==> src/rtl/multicycle_alu_sequencer_if.sv <==
// Instruction handshake, memory handshake and datapath control strobes of the
// multicycle ALU sequencer. Instruction fetch and memory stimulus use the master modport.
interface multicycle_alu_sequencer_if #(
  parameter int OPCODE_W  = 6,
  parameter int FUNCT_W   = 6,
  parameter int ALU_CTR_W = 3
);
  logic                 instr_valid;
  logic                 instr_ready;
  logic [OPCODE_W-1:0]  opcode;
  logic [FUNCT_W-1:0]   funct;
  logic                 mem_ready;
  logic [ALU_CTR_W-1:0] alu_ctr;
  logic                 alu_src;
  logic                 reg_write;
  logic                 mem_read;
  logic                 mem_write;
  logic                 byte_op;
  logic                 branch;
  logic                 done;
  logic                 illegal;
  logic                 timeout;

  modport master (
    output instr_valid, opcode, funct, mem_ready,
    input  instr_ready, alu_ctr, alu_src, reg_write, mem_read, mem_write,
           byte_op, branch, done, illegal, timeout
  );

  modport slave (
    input  instr_valid, opcode, funct, mem_ready,
    output instr_ready, alu_ctr, alu_src, reg_write, mem_read, mem_write,
           byte_op, branch, done, illegal, timeout
  );
endinterface

==> src/rtl/multicycle_alu_sequencer.sv <==
// Multicycle ALU control sequencer: IDLE -> DECODE -> EXEC -> [MEM] -> [WB].
// Optional MEM wait limit is enabled by defining MEM_TIMEOUT_EN.
module multicycle_alu_sequencer #(
  parameter int OPCODE_W       = 6,
  parameter int FUNCT_W        = 6,
  parameter int ALU_CTR_W      = 3,
  parameter int TIMEOUT_CYCLES = 16
) (
  input  logic                        clk,
  input  logic                        reset,
  multicycle_alu_sequencer_if.slave   bus
);

  localparam logic [2:0] ST_IDLE   = 3'd0;
  localparam logic [2:0] ST_DECODE = 3'd1;
  localparam logic [2:0] ST_EXEC   = 3'd2;
  localparam logic [2:0] ST_MEM    = 3'd3;
  localparam logic [2:0] ST_WB     = 3'd4;

  localparam logic [OPCODE_W-1:0] OP_R    = OPCODE_W'(6'b000000);
  localparam logic [OPCODE_W-1:0] OP_ADDI = OPCODE_W'(6'b000001);
  localparam logic [OPCODE_W-1:0] OP_ANDI = OPCODE_W'(6'b000010);
  localparam logic [OPCODE_W-1:0] OP_ORI  = OPCODE_W'(6'b000011);
  localparam logic [OPCODE_W-1:0] OP_SLTI = OPCODE_W'(6'b000100);
  localparam logic [OPCODE_W-1:0] OP_BEQ  = OPCODE_W'(6'b000101);
  localparam logic [OPCODE_W-1:0] OP_BNE  = OPCODE_W'(6'b000110);
  localparam logic [OPCODE_W-1:0] OP_LW   = OPCODE_W'(6'b001000);
  localparam logic [OPCODE_W-1:0] OP_SW   = OPCODE_W'(6'b001001);
  localparam logic [OPCODE_W-1:0] OP_LB   = OPCODE_W'(6'b001010);
  localparam logic [OPCODE_W-1:0] OP_SB   = OPCODE_W'(6'b001011);

  localparam logic [FUNCT_W-1:0] FN_ADD = FUNCT_W'(6'b000010);
  localparam logic [FUNCT_W-1:0] FN_SUB = FUNCT_W'(6'b000011);
  localparam logic [FUNCT_W-1:0] FN_AND = FUNCT_W'(6'b000100);
  localparam logic [FUNCT_W-1:0] FN_OR  = FUNCT_W'(6'b000101);
  localparam logic [FUNCT_W-1:0] FN_SLT = FUNCT_W'(6'b000111);

  localparam logic [2:0] ALUOP_ADD = 3'b000;
  localparam logic [2:0] ALUOP_SUB = 3'b001;
  localparam logic [2:0] ALUOP_AND = 3'b100;
  localparam logic [2:0] ALUOP_OR  = 3'b101;
  localparam logic [2:0] ALUOP_SLT = 3'b110;
  localparam logic [2:0] ALUOP_R   = 3'b111;

  localparam logic [2:0] CTR_AND = 3'b000;
  localparam logic [2:0] CTR_OR  = 3'b001;
  localparam logic [2:0] CTR_ADD = 3'b010;
  localparam logic [2:0] CTR_SUB = 3'b110;
  localparam logic [2:0] CTR_SLT = 3'b111;

  typedef enum logic [1:0] {K_ALU, K_BRANCH, K_LOAD, K_STORE} kind_e;

  logic [2:0]          state_q,  state_d;
  logic [OPCODE_W-1:0] opcode_q, opcode_d;
  logic [FUNCT_W-1:0]  funct_q,  funct_d;

  logic       op_legal, fn_legal, legal;
  logic [2:0] aluop;
  logic [2:0] ctr3;
  kind_e      kind;
  logic       imm_src;
  logic       is_byte;
  logic       mem_expired;

  // Opcode decode of the captured instruction.
  // NOTE: every always_comb output gets a default first so no path infers a latch.
  always_comb begin
    op_legal = 1'b1;
    aluop    = ALUOP_ADD;
    kind     = K_ALU;
    imm_src  = 1'b1;
    is_byte  = 1'b0;
    case (opcode_q)
      OP_R:    begin aluop = ALUOP_R; imm_src = 1'b0; end
      OP_ADDI: aluop = ALUOP_ADD;
      OP_ANDI: aluop = ALUOP_AND;
      OP_ORI:  aluop = ALUOP_OR;
      OP_SLTI: aluop = ALUOP_SLT;
      OP_BEQ, OP_BNE: begin
        aluop   = ALUOP_SUB;
        kind    = K_BRANCH;
        imm_src = 1'b0;
      end
      OP_LW:   kind = K_LOAD;
      OP_SW:   kind = K_STORE;
      OP_LB:   begin kind = K_LOAD;  is_byte = 1'b1; end
      OP_SB:   begin kind = K_STORE; is_byte = 1'b1; end
      default: op_legal = 1'b0;
    endcase
  end

  // ALUop to alu_ctr; funct is consulted only for R-type.
  always_comb begin
    fn_legal = 1'b1;
    ctr3     = CTR_ADD;
    case (aluop)
      ALUOP_ADD: ctr3 = CTR_ADD;
      ALUOP_SUB: ctr3 = CTR_SUB;
      ALUOP_AND: ctr3 = CTR_AND;
      ALUOP_OR:  ctr3 = CTR_OR;
      ALUOP_SLT: ctr3 = CTR_SLT;
      ALUOP_R: begin
        case (funct_q)
          FN_ADD:  ctr3 = CTR_ADD;
          FN_SUB:  ctr3 = CTR_SUB;
          FN_AND:  ctr3 = CTR_AND;
          FN_OR:   ctr3 = CTR_OR;
          FN_SLT:  ctr3 = CTR_SLT;
          default: fn_legal = 1'b0;
        endcase
      end
      default: fn_legal = 1'b0;
    endcase
  end

  assign legal = op_legal & fn_legal;

`ifdef MEM_TIMEOUT_EN
  localparam int CNT_W = (TIMEOUT_CYCLES > 1) ? $clog2(TIMEOUT_CYCLES) : 1;

  logic [CNT_W-1:0] cnt_q, cnt_d;

  assign mem_expired = (state_q == ST_MEM) && (cnt_q == CNT_W'(TIMEOUT_CYCLES - 1));
  assign cnt_d       = (state_q == ST_MEM && state_d == ST_MEM) ? cnt_q + 1'b1 : '0;
  assign bus.timeout = mem_expired & ~bus.mem_ready;

  always_ff @(posedge clk) begin
    if (reset) cnt_q <= '0;
    else       cnt_q <= cnt_d;
  end
`else
  assign mem_expired = 1'b0;
  assign bus.timeout = 1'b0;
`endif

  always_comb begin
    state_d  = state_q;
    opcode_d = opcode_q;
    funct_d  = funct_q;
    case (state_q)
      ST_IDLE: begin
        if (bus.instr_valid) begin
          opcode_d = bus.opcode;
          funct_d  = bus.funct;
          state_d  = ST_DECODE;
        end
      end
      ST_DECODE: state_d = legal ? ST_EXEC : ST_IDLE;
      ST_EXEC: begin
        case (kind)
          K_BRANCH:        state_d = ST_IDLE;
          K_LOAD, K_STORE: state_d = ST_MEM;
          default:         state_d = ST_WB;
        endcase
      end
      ST_MEM: begin
        if (bus.mem_ready)  state_d = (kind == K_LOAD) ? ST_WB : ST_IDLE;
        else if (mem_expired) state_d = ST_IDLE;
      end
      ST_WB:   state_d = ST_IDLE;
      default: state_d = ST_IDLE;
    endcase
  end

  // NOTE: sequential state uses non-blocking assignments so every register samples pre-edge values.
  // NOTE: reset clears all state, including the captured instruction, so no X reaches the decode.
  always_ff @(posedge clk) begin
    if (reset) begin
      state_q  <= ST_IDLE;
      opcode_q <= '0;
      funct_q  <= '0;
    end else begin
      state_q  <= state_d;
      opcode_q <= opcode_d;
      funct_q  <= funct_d;
    end
  end

  logic in_exec, in_mem, in_wb, alu_phase;

  assign in_exec   = (state_q == ST_EXEC);
  assign in_mem    = (state_q == ST_MEM);
  assign in_wb     = (state_q == ST_WB);
  assign alu_phase = in_exec | in_mem;

  assign bus.instr_ready = (state_q == ST_IDLE);
  assign bus.alu_ctr     = alu_phase ? ALU_CTR_W'(ctr3) : '0;
  assign bus.alu_src     = alu_phase & imm_src;
  assign bus.reg_write   = in_wb;
  assign bus.mem_read    = in_mem & (kind == K_LOAD);
  assign bus.mem_write   = in_mem & (kind == K_STORE);
  assign bus.byte_op     = (in_mem | in_wb) & is_byte;
  assign bus.branch      = in_exec & (kind == K_BRANCH);
  assign bus.illegal     = (state_q == ST_DECODE) & ~legal;
  // A store finishes in the same cycle memory accepts it, so done follows mem_ready there.
  assign bus.done        = in_wb
                         | (in_exec & (kind == K_BRANCH))
                         | (in_mem & (kind == K_STORE) & bus.mem_ready);

endmodule

==> src/flat_wrapper.sv <==
// flat-port wrapper written by rule: the top's interface ports become plain ports
module multicycle_alu_sequencer_flat 
#(
  parameter int OPCODE_W       = 6,
  parameter int FUNCT_W        = 6,
  parameter int ALU_CTR_W      = 3,
  parameter int TIMEOUT_CYCLES = 16
)
  (clk, reset, bus_instr_valid, bus_opcode, bus_funct, bus_mem_ready, bus_instr_ready, bus_alu_ctr, bus_alu_src, bus_reg_write, bus_mem_read, bus_mem_write, bus_byte_op, bus_branch, bus_done, bus_illegal, bus_timeout);
  multicycle_alu_sequencer_if #(.OPCODE_W(OPCODE_W), .FUNCT_W(FUNCT_W), .ALU_CTR_W(ALU_CTR_W)) bus_i ();
  input  logic clk;
  input  logic reset;
  input wire logic [$bits(bus_i.instr_valid)-1:0] bus_instr_valid;
  input wire logic [$bits(bus_i.opcode)-1:0] bus_opcode;
  input wire logic [$bits(bus_i.funct)-1:0] bus_funct;
  input wire logic [$bits(bus_i.mem_ready)-1:0] bus_mem_ready;
  output wire logic [$bits(bus_i.instr_ready)-1:0] bus_instr_ready;
  output wire logic [$bits(bus_i.alu_ctr)-1:0] bus_alu_ctr;
  output wire logic [$bits(bus_i.alu_src)-1:0] bus_alu_src;
  output wire logic [$bits(bus_i.reg_write)-1:0] bus_reg_write;
  output wire logic [$bits(bus_i.mem_read)-1:0] bus_mem_read;
  output wire logic [$bits(bus_i.mem_write)-1:0] bus_mem_write;
  output wire logic [$bits(bus_i.byte_op)-1:0] bus_byte_op;
  output wire logic [$bits(bus_i.branch)-1:0] bus_branch;
  output wire logic [$bits(bus_i.done)-1:0] bus_done;
  output wire logic [$bits(bus_i.illegal)-1:0] bus_illegal;
  output wire logic [$bits(bus_i.timeout)-1:0] bus_timeout;
  assign bus_i.instr_valid = bus_instr_valid;
  assign bus_i.opcode = bus_opcode;
  assign bus_i.funct = bus_funct;
  assign bus_i.mem_ready = bus_mem_ready;
  assign bus_instr_ready = bus_i.instr_ready;
  assign bus_alu_ctr = bus_i.alu_ctr;
  assign bus_alu_src = bus_i.alu_src;
  assign bus_reg_write = bus_i.reg_write;
  assign bus_mem_read = bus_i.mem_read;
  assign bus_mem_write = bus_i.mem_write;
  assign bus_byte_op = bus_i.byte_op;
  assign bus_branch = bus_i.branch;
  assign bus_done = bus_i.done;
  assign bus_illegal = bus_i.illegal;
  assign bus_timeout = bus_i.timeout;
  multicycle_alu_sequencer #(.OPCODE_W(OPCODE_W), .FUNCT_W(FUNCT_W), .ALU_CTR_W(ALU_CTR_W), .TIMEOUT_CYCLES(TIMEOUT_CYCLES)) u_core (.clk(clk), .reset(reset), .bus(bus_i));
endmodule
==> config.mk <==
export PLATFORM = sky130hd
export DESIGN_NAME = multicycle_alu_sequencer_flat
export DESIGN_NICKNAME = d
export VERILOG_FILES = /design/src/rtl/multicycle_alu_sequencer_if.sv /design/src/rtl/multicycle_alu_sequencer.sv /design/src/flat_wrapper.sv
export SDC_FILE = /design/constraint.sdc
export NUM_CORES = 1
export LEC_CHECK = 0
export ABC_AREA = 0
export BUFFER_PORTS_ARGS = -buffer_cell sky130_fd_sc_hd__buf_2
export CAP_MARGIN = 5
export CORE_MARGIN = 2
export CORE_UTILIZATION = 50
export DETAILED_ROUTE_END_ITERATION = 10
export PLACE_DENSITY = 0.79
export SLEW_MARGIN = 0
export SYNTH_ARGS = -nofsm -noshare
export SYNTH_HDL_FRONTEND = slang
export SYNTH_SLANG_ARGS = --single-unit
==> constraint.sdc <==
create_clock -name clk -period 2 [get_ports clk]
set_input_delay 0.2 -clock clk [delete_from_list [all_inputs] [get_ports clk]]
set_output_delay 0.2 -clock clk [all_outputs]
set_load 0.1 [all_outputs]
# Word level (Yosys, flattened, before mapping)
# Cells that the tools add are included.
totals:
  ff_bits: 15
  latch_bits: 0
  ramBits: 0
  rom_bits: 0
  inputBits: 16
  output_inout_bits: 13
  elab_cells: 75
  mem_count: 0
op_classes:
  add_sub_neg: 0
  n_mul: 0
  div_mod_pow: 0
  n_lt_le_gt_ge: 0
  eq_ne: 29
  n_shift: 0
  n_mux: 16
  n_bitwise: 13
  n_reduce_logical: 14
op_table:
  columns: ["cell", "count"]
  rows:
  - ["equality test 6 x 3 -> 1 bit, second input constant", 6]
  - ["one-hot mux 3 bit (5 select lines)", 2]
  - ["equality test 6 x 2 -> 1 bit, second input constant", 4]
  - ["equality test 6 x 4 -> 1 bit, second input constant", 4]
  - ["one-hot mux 3 bit (4 select lines)", 2]
  - ["equality test 3 bit, second input constant", 5]
  - ["2-to-1 mux 3 bit", 4]
  - ["OR reduction 11 bit", 1]
  - ["OR reduction 2 bit", 5]
  - ["OR reduction 5 bit", 2]
  - ["bitwise AND 1 bit", 8]
  - ["equality test 3 x 1 -> 1 bit, second input constant", 2]
  - ["equality test 3 x 2 -> 1 bit, second input constant", 2]
  - ["equality test 6 x 1 -> 1 bit, second input constant", 1]
  - ["zero test 3 bit", 2]
  - ["zero test 6 bit", 1]
  - ["one-hot mux 2 bit (3 select lines)", 1]
  - ["one-hot mux 3 bit (2 select lines)", 1]
  - ["equality test 2 bit, second input constant", 2]
  - ["2-to-1 mux 1 bit", 4]
  - ["inequality test 2 bit, second input constant", 2]
  - ["OR 1 bit", 4]
  - ["AND reduction 2 bit", 2]
  - ["OR reduction 3 bit", 1]
  - ["4 further kinds", 4]

# Longest topological paths before layout
logic_depth:
  word_depth: 9
  ltp_mapped: 5
  ltp_nobuf: 4

# Least setup slack after synthesis
# Ideal clock, no wire load.
synth_timing:
  kind: "register to output"
  start: "register u_core.opcode_q[1]"
  end: "output bus_done"
  arrival_ns: 4.507
  t_required_ns: 1.800
  path_slack_ns: -2.707
  path_stages_with_launch: 6
  path_buffers: 1
  path_cell_list: "dfxtp_1 buf_4 xor2_1 nand2_1 nor4_1 a211o_1"
synth_via:
  elab_chain_len: 7
  word_cells_on_any_way: 17
  classes_between: "eq/ne (8); mux (1); bitwise (5); reduce/logical (3)"
synth_rtl:
  columns: ["element", "line_no", "text"]
  rows:
  - ["start, declared", "multicycle_alu_sequencer.sv:54", "logic [OPCODE_W-1:0] opcode_q, opcode_d;"]
  - ["start signal, assigned", "multicycle_alu_sequencer.sv:174", "opcode_q <= opcode_d;"]
  - ["equality test 6 x 4 -> 1 bit / equality test 6 x 3 -> 1 bit (equally long branches)", "multicycle_alu_sequencer.sv:73", "case (opcode_q)"]
  - ["OR reduction 2 bit (no line)", null, null]
  - ["one-hot mux 2 bit (3 select lines) (*)", "multicycle_alu_sequencer.sv:73", null]
  - ["equality test 2 x 1 -> 1 bit (*)", null, null]
  - ["bitwise AND 1 bit (*)", null, null]
  - ["named net bus_branch", "flat_wrapper.sv:24", "output wire logic [$bits(bus_i.branch)-1:0] bus_branch;"]
  - ["OR 1 bit (*)", "multicycle_alu_sequencer.sv:197", "| (in_exec & (kind == K_BRANCH))"]
  - ["OR 1 bit (*)", "multicycle_alu_sequencer.sv:198", "| (in_mem & (kind == K_STORE) & bus.mem_ready);"]
  - ["end, declared", "flat_wrapper.sv:25", "output wire logic [$bits(bus_i.done)-1:0] bus_done;"]
# Mark *: on every way through the listed nets, which the timed path passes. The rest lies on a longest branch.

# Worst setup path in the final report
layout_timing:
  start: "register u_core.opcode_q[3]"
  end: "output bus_illegal"
layout_via:
  elab_chain_len: 9
  word_cells_on_any_way: 26
  classes_between: "eq/ne (15); mux (3); bitwise (3); reduce/logical (5)"
layout_rtl:
  columns: ["element", "line_no", "text"]
  rows:
  - ["equality test 6 x 3 -> 1 bit", "multicycle_alu_sequencer.sv:73", null]
  - ["OR reduction 2 bit", null, null]
  - ["one-hot mux 3 bit (5 select lines)", "multicycle_alu_sequencer.sv:73", null]
  - ["equality test 3 x 1 -> 1 bit (tied with other cells)", "multicycle_alu_sequencer.sv:96", "case (aluop)"]
  - ["OR reduction 5 bit (no line)", null, null]
  - ["one-hot mux 1 bit (2 select lines)", "multicycle_alu_sequencer.sv:96", null]
  - ["bitwise AND 1 bit (*)", "multicycle_alu_sequencer.sv:116", "assign legal = op_legal & fn_legal;"]
  - ["NOT 1 bit (*)", "multicycle_alu_sequencer.sv:194", "assign bus.illegal = (state_q == ST_DECODE) & ~legal;"]
  - ["bitwise AND 1 bit (*)", "multicycle_alu_sequencer.sv:194", null]
  - ["end, declared", "flat_wrapper.sv:26", "output wire logic [$bits(bus_i.illegal)-1:0] bus_illegal;"]
# Mark *: on every way between the ends. The rest lies on a longest branch, timed or not.

==> impl_summary.md <==
Run status
The flow ran to the end, and the final reports show no timing, DRC or antenna violations.

CTS
The later pin in the worst-skew pair is clocked with a latency of slightly below 0.3 ns. The post-CTS clock slew at the launch and capture registers of the worst setup and hold paths is around 0.09 ns. TritonCTS built the clock tree.

The maximum buffer depth of the clock tree is 2. Clock tree synthesis found a total of 15 sinks. The count of hold buffers inserted by post-cts repair is 0. The number of buffers added by the clock tree synthesis step is 3. The cell sitting at the root of the clock tree is a sky130_fd_sc_hd__clkbuf_4. CTS built an H-tree with a depth of 1.

Final layout
The fill cell instance count of the final layout is about 120. In the final design database the tool counted 163 nets. The flip-flop and latch area is between 300 and 400 um2. The repair_antennas step left the layout with diodes totalling 0.

Cells fill 75.7% of the core in the end. The finished layout holds between 150 and 200 standard cells, fillers aside. In the final layout, the multi-input gates occupy between 600 and 700 um2. The proportion of layout cells with a drive suffix above 1 is between 40% and 50%. Compared with the post-synthesis result, the final layout area differs by 43.5%.

Die
The boundary pin count is 29. The die footprint is 0.00216 mm2. The row count is 15. The placeable core region is 0.00171 mm2. The initial cell density of the core is 52.7%. The die extent in y is about 46 um. The floorplan die width is ~46 um.

Yosys
The share of async-settable or async-resettable flops after synthesis is 0%. The commonest cells after synthesis are 29 x sky130_fd_sc_hd__nand2_1, 17 x sky130_fd_sc_hd__a21oi_1, 15 x sky130_fd_sc_hd__dfxtp_1. The cell count after synthesis is roughly 120. By area the synthesized netlist is led by sky130_fd_sc_hd__dfxtp_1 33%, sky130_fd_sc_hd__nand2_1 12%, sky130_fd_sc_hd__a21oi_1 9.4%. The number of nets in the synthesized netlist is ~130. After synthesis the cells add up to roughly 900 um2. Counting flops and latches in the post-synthesis netlist gives 15. The top-area cell type share of the netlist area is 33.3%. Yosys instantiated no cell more often than sky130_fd_sc_hd__nand2_1. The predominant post-synthesis flop cell is sky130_fd_sc_hd__dfxtp_1.

Counting flops with a built-in enable in the synthesized netlist gives 0. Averaged over all synthesized cells, the footprint is slightly below 8 um2. The count of warnings emitted by yosys is 0. The share of the yosys chip area belonging to registers is 33.3%. The dominant cell type by area after synthesis is sky130_fd_sc_hd__dfxtp_1. Synthesis instantiated 36 different standard cells from the library.

Critical path
The kind of start point of the critical path is a register. Broken down by cell family, the worst path's largest delay share belongs to simple AND/OR/NAND/NOR gates. The kind of end point of the critical path is an output pin. The classification of the worst setup path is register to output pin.

Walking the worst path, the cells encountered are nor4_2 -> a2111oi_2 -> buf_4 -> nor4b_4 -> buf_6. The slowest stage of the critical path is the sky130_fd_sc_hd__dfxtp_2 cell. For the worst setup path, the data arrival time is 1.76 ns. Along the worst path, the maximum fanout reaches 7. STA puts the critical path data required time at around 1.8 ns.

The delay of the slowest cell on the worst path is around 0.38 ns. Together, buffers and inverters on the worst path number 2.

Worst hold path
The path class of the lowest-slack min-delay path is input port to register.

Route
The first detailed-routing pass took 4 iterations. Dividing the detail-routed wire length by the instance count gives roughly 13 um. The total number of vias is 944. Summed over all layers, the routed wires come to roughly 2200 um. The detail-routed via count per cell is about 5.5. The number of DRC markers in iteration 0 is 20. The antenna violation net count after detailed routing is 0. After detailed routing, the number of remaining DRC violations is 0.

Timing
Static timing analysis puts the maximum clock frequency at about 510 MHz. The final count of pins violating max slew was 0. Setup repair after global routing could not meet its margin everywhere.

The post-route minimum period is slightly below 2 ns. Setup violations remaining at the end of the flow were counted as 0. The final hold violation count is 0. The post-route setup TNS is 0 ns.

Across the routed clock network, the largest skew measured is 0.00271 ns. The final worst-path cycle share is ~100%.

Placement
The weighted congestion at the end of routability-driven global placement is between 0.7 and 0.8. The post-detailed-placement half-perimeter wirelength is around 1600 um. The number of port buffers is 27. The number of cells after detailed placement is approximately 170.

GRT
The via count of the first global-routing pass is ~830. In the global route stage, overall resource usage came out at around 22%. The first-pass GRT wire length is 3320 um. The initial antenna violation count is 0. Entering global routing, the biggest net connects 16 pins. The total grt overflow is 0.

Power and ir drop
The final total power is around 0.77 mW. The analysis attributes to cell leakage a power of between 0.5 and 0.6 nW. The peak ir drop on the vdd network is around 0.00048 V. In this run the power density over the cells is 593 mW/mm2.

Flow run
Across the run, the number of max-cap violations was 0.
-- final timing paths --
check | start | to | slack [ns] | cells past startpoint
max | u_core.opcode_q[3]$_SDFFE_PP0P_ | bus_illegal | 0.04 | 5
min | bus_opcode[0] | u_core.opcode_q[0]$_SDFFE_PP0P_ | 0.13 | 3
max reg2reg | u_core.opcode_q[2]$_SDFFE_PP0P_ | u_core.state_q[2]$_SDFFE_PP0P_ | 0.46 | 6
min reg2reg | u_core.funct_q[3]$_SDFFE_PP0P_ | u_core.funct_q[3]$_SDFFE_PP0P_ | 0.48 | 2
-- sequential cells by signal, indices dropped and copies added (netlist names) --
register	cells
u_core.state_q	3
u_core.opcode_q	6
u_core.funct_q	6
-- routing by layer --
metal	GRT usage [%]	up-vias	routed length, um
li1	-	476	-
met1	24.9	435	970
met2	37.8	28	1100
met3	3.14	5	91
met4	16.0	0	51
met5	0	-	0
-- layout by cell type, fill, tap and decap left out, drive strengths merged, types with 2 or more instances in the layout --
cell type  netlist  routed
a21oi           17      17
a31oi            2       2
and2             2       2
buf              6      33
clkbuf           2       3
dfxtp           15      15
nand2           29      29
nand2b           2       2
nand3b           4       4
nand4b           2       2
nor2             4       4
nor2b            4       4
nor3             3       3
nor3b            2       2
nor4             2       2
nor4b            3       3
o21ai            2       2
xor2             2       2
-- kinds of logic (layout without fill, tap and decap cells) --
| family | Yosys count | count (layout) | synth area share, % |
|---|---|---|---|
| other | 1 | 1 | 0.416 |
| AOI/OAI and AO/OA | 28 | 28 | 18.8 |
| DFF | 15 | 15 | 33.3 |
| buffers and inverters | 9 | 38 | 6.11 |
| xor gates and xnor gates | 2 | 2 | 1.94 |
| muxes | 1 | 1 | 1.11 |
| and+or+nand+nor | 61 | 61 | 38.3 |
-- power by group --
group	total [mW]	leakage, nW	internal [mW]	switching, mW
Sequential	0.361	0.126	0.321	0.0407
Combinational	0.229	0.387	0.0889	0.140
Clock	0.176	0.0177	0.0744	0.102
Total	0.767	0.531	0.484	0.283
-- final cells by class --
class | instances | share of cell area [%]
timing repair buffer | 33 | 22.6
tap | 25 | 2.42
clock buffer | 3 | 1.74
inverter | 1 | 0.290
multi-input combinational | 93 | 48.6
sequential | 15 | 24.0
clock inverter | 1 | 0.387
-- what timing repair did --
| action | CTS | global route |
|---|---|---|
| pin swaps | 2 | 2 |
| endpoints found under the setup margin | 2 | 4 |
| gates resized for setup | 6 | 8 |
| setup buffers | 1 | 1 |
-- worst register-to-register path, cell delays in order (launching register included) --
cell                      delay (ns)
sky130_fd_sc_hd__dfxtp_2        0.41
sky130_fd_sc_hd__nor4b_4        0.29
sky130_fd_sc_hd__buf_4          0.18
sky130_fd_sc_hd__buf_4          0.13
sky130_fd_sc_hd__nand3_1        0.07
sky130_fd_sc_hd__o21ai_1        0.10
sky130_fd_sc_hd__nor4b_1        0.26
-- metrics by stage --
stage	instance area [um2]	setup WS (ns)	hold slack [ns]
global route	1290	-0.0814	0.133
detailed placement	1210	0.129	0.440
finish	1290	0.0382	0.132
global placement	1210	0.176	0.438
CTS	1260	0.00190	0.139
floorplan	960	-0.813	0.269
No activity file was read; power rests on OpenSTA's default activity.
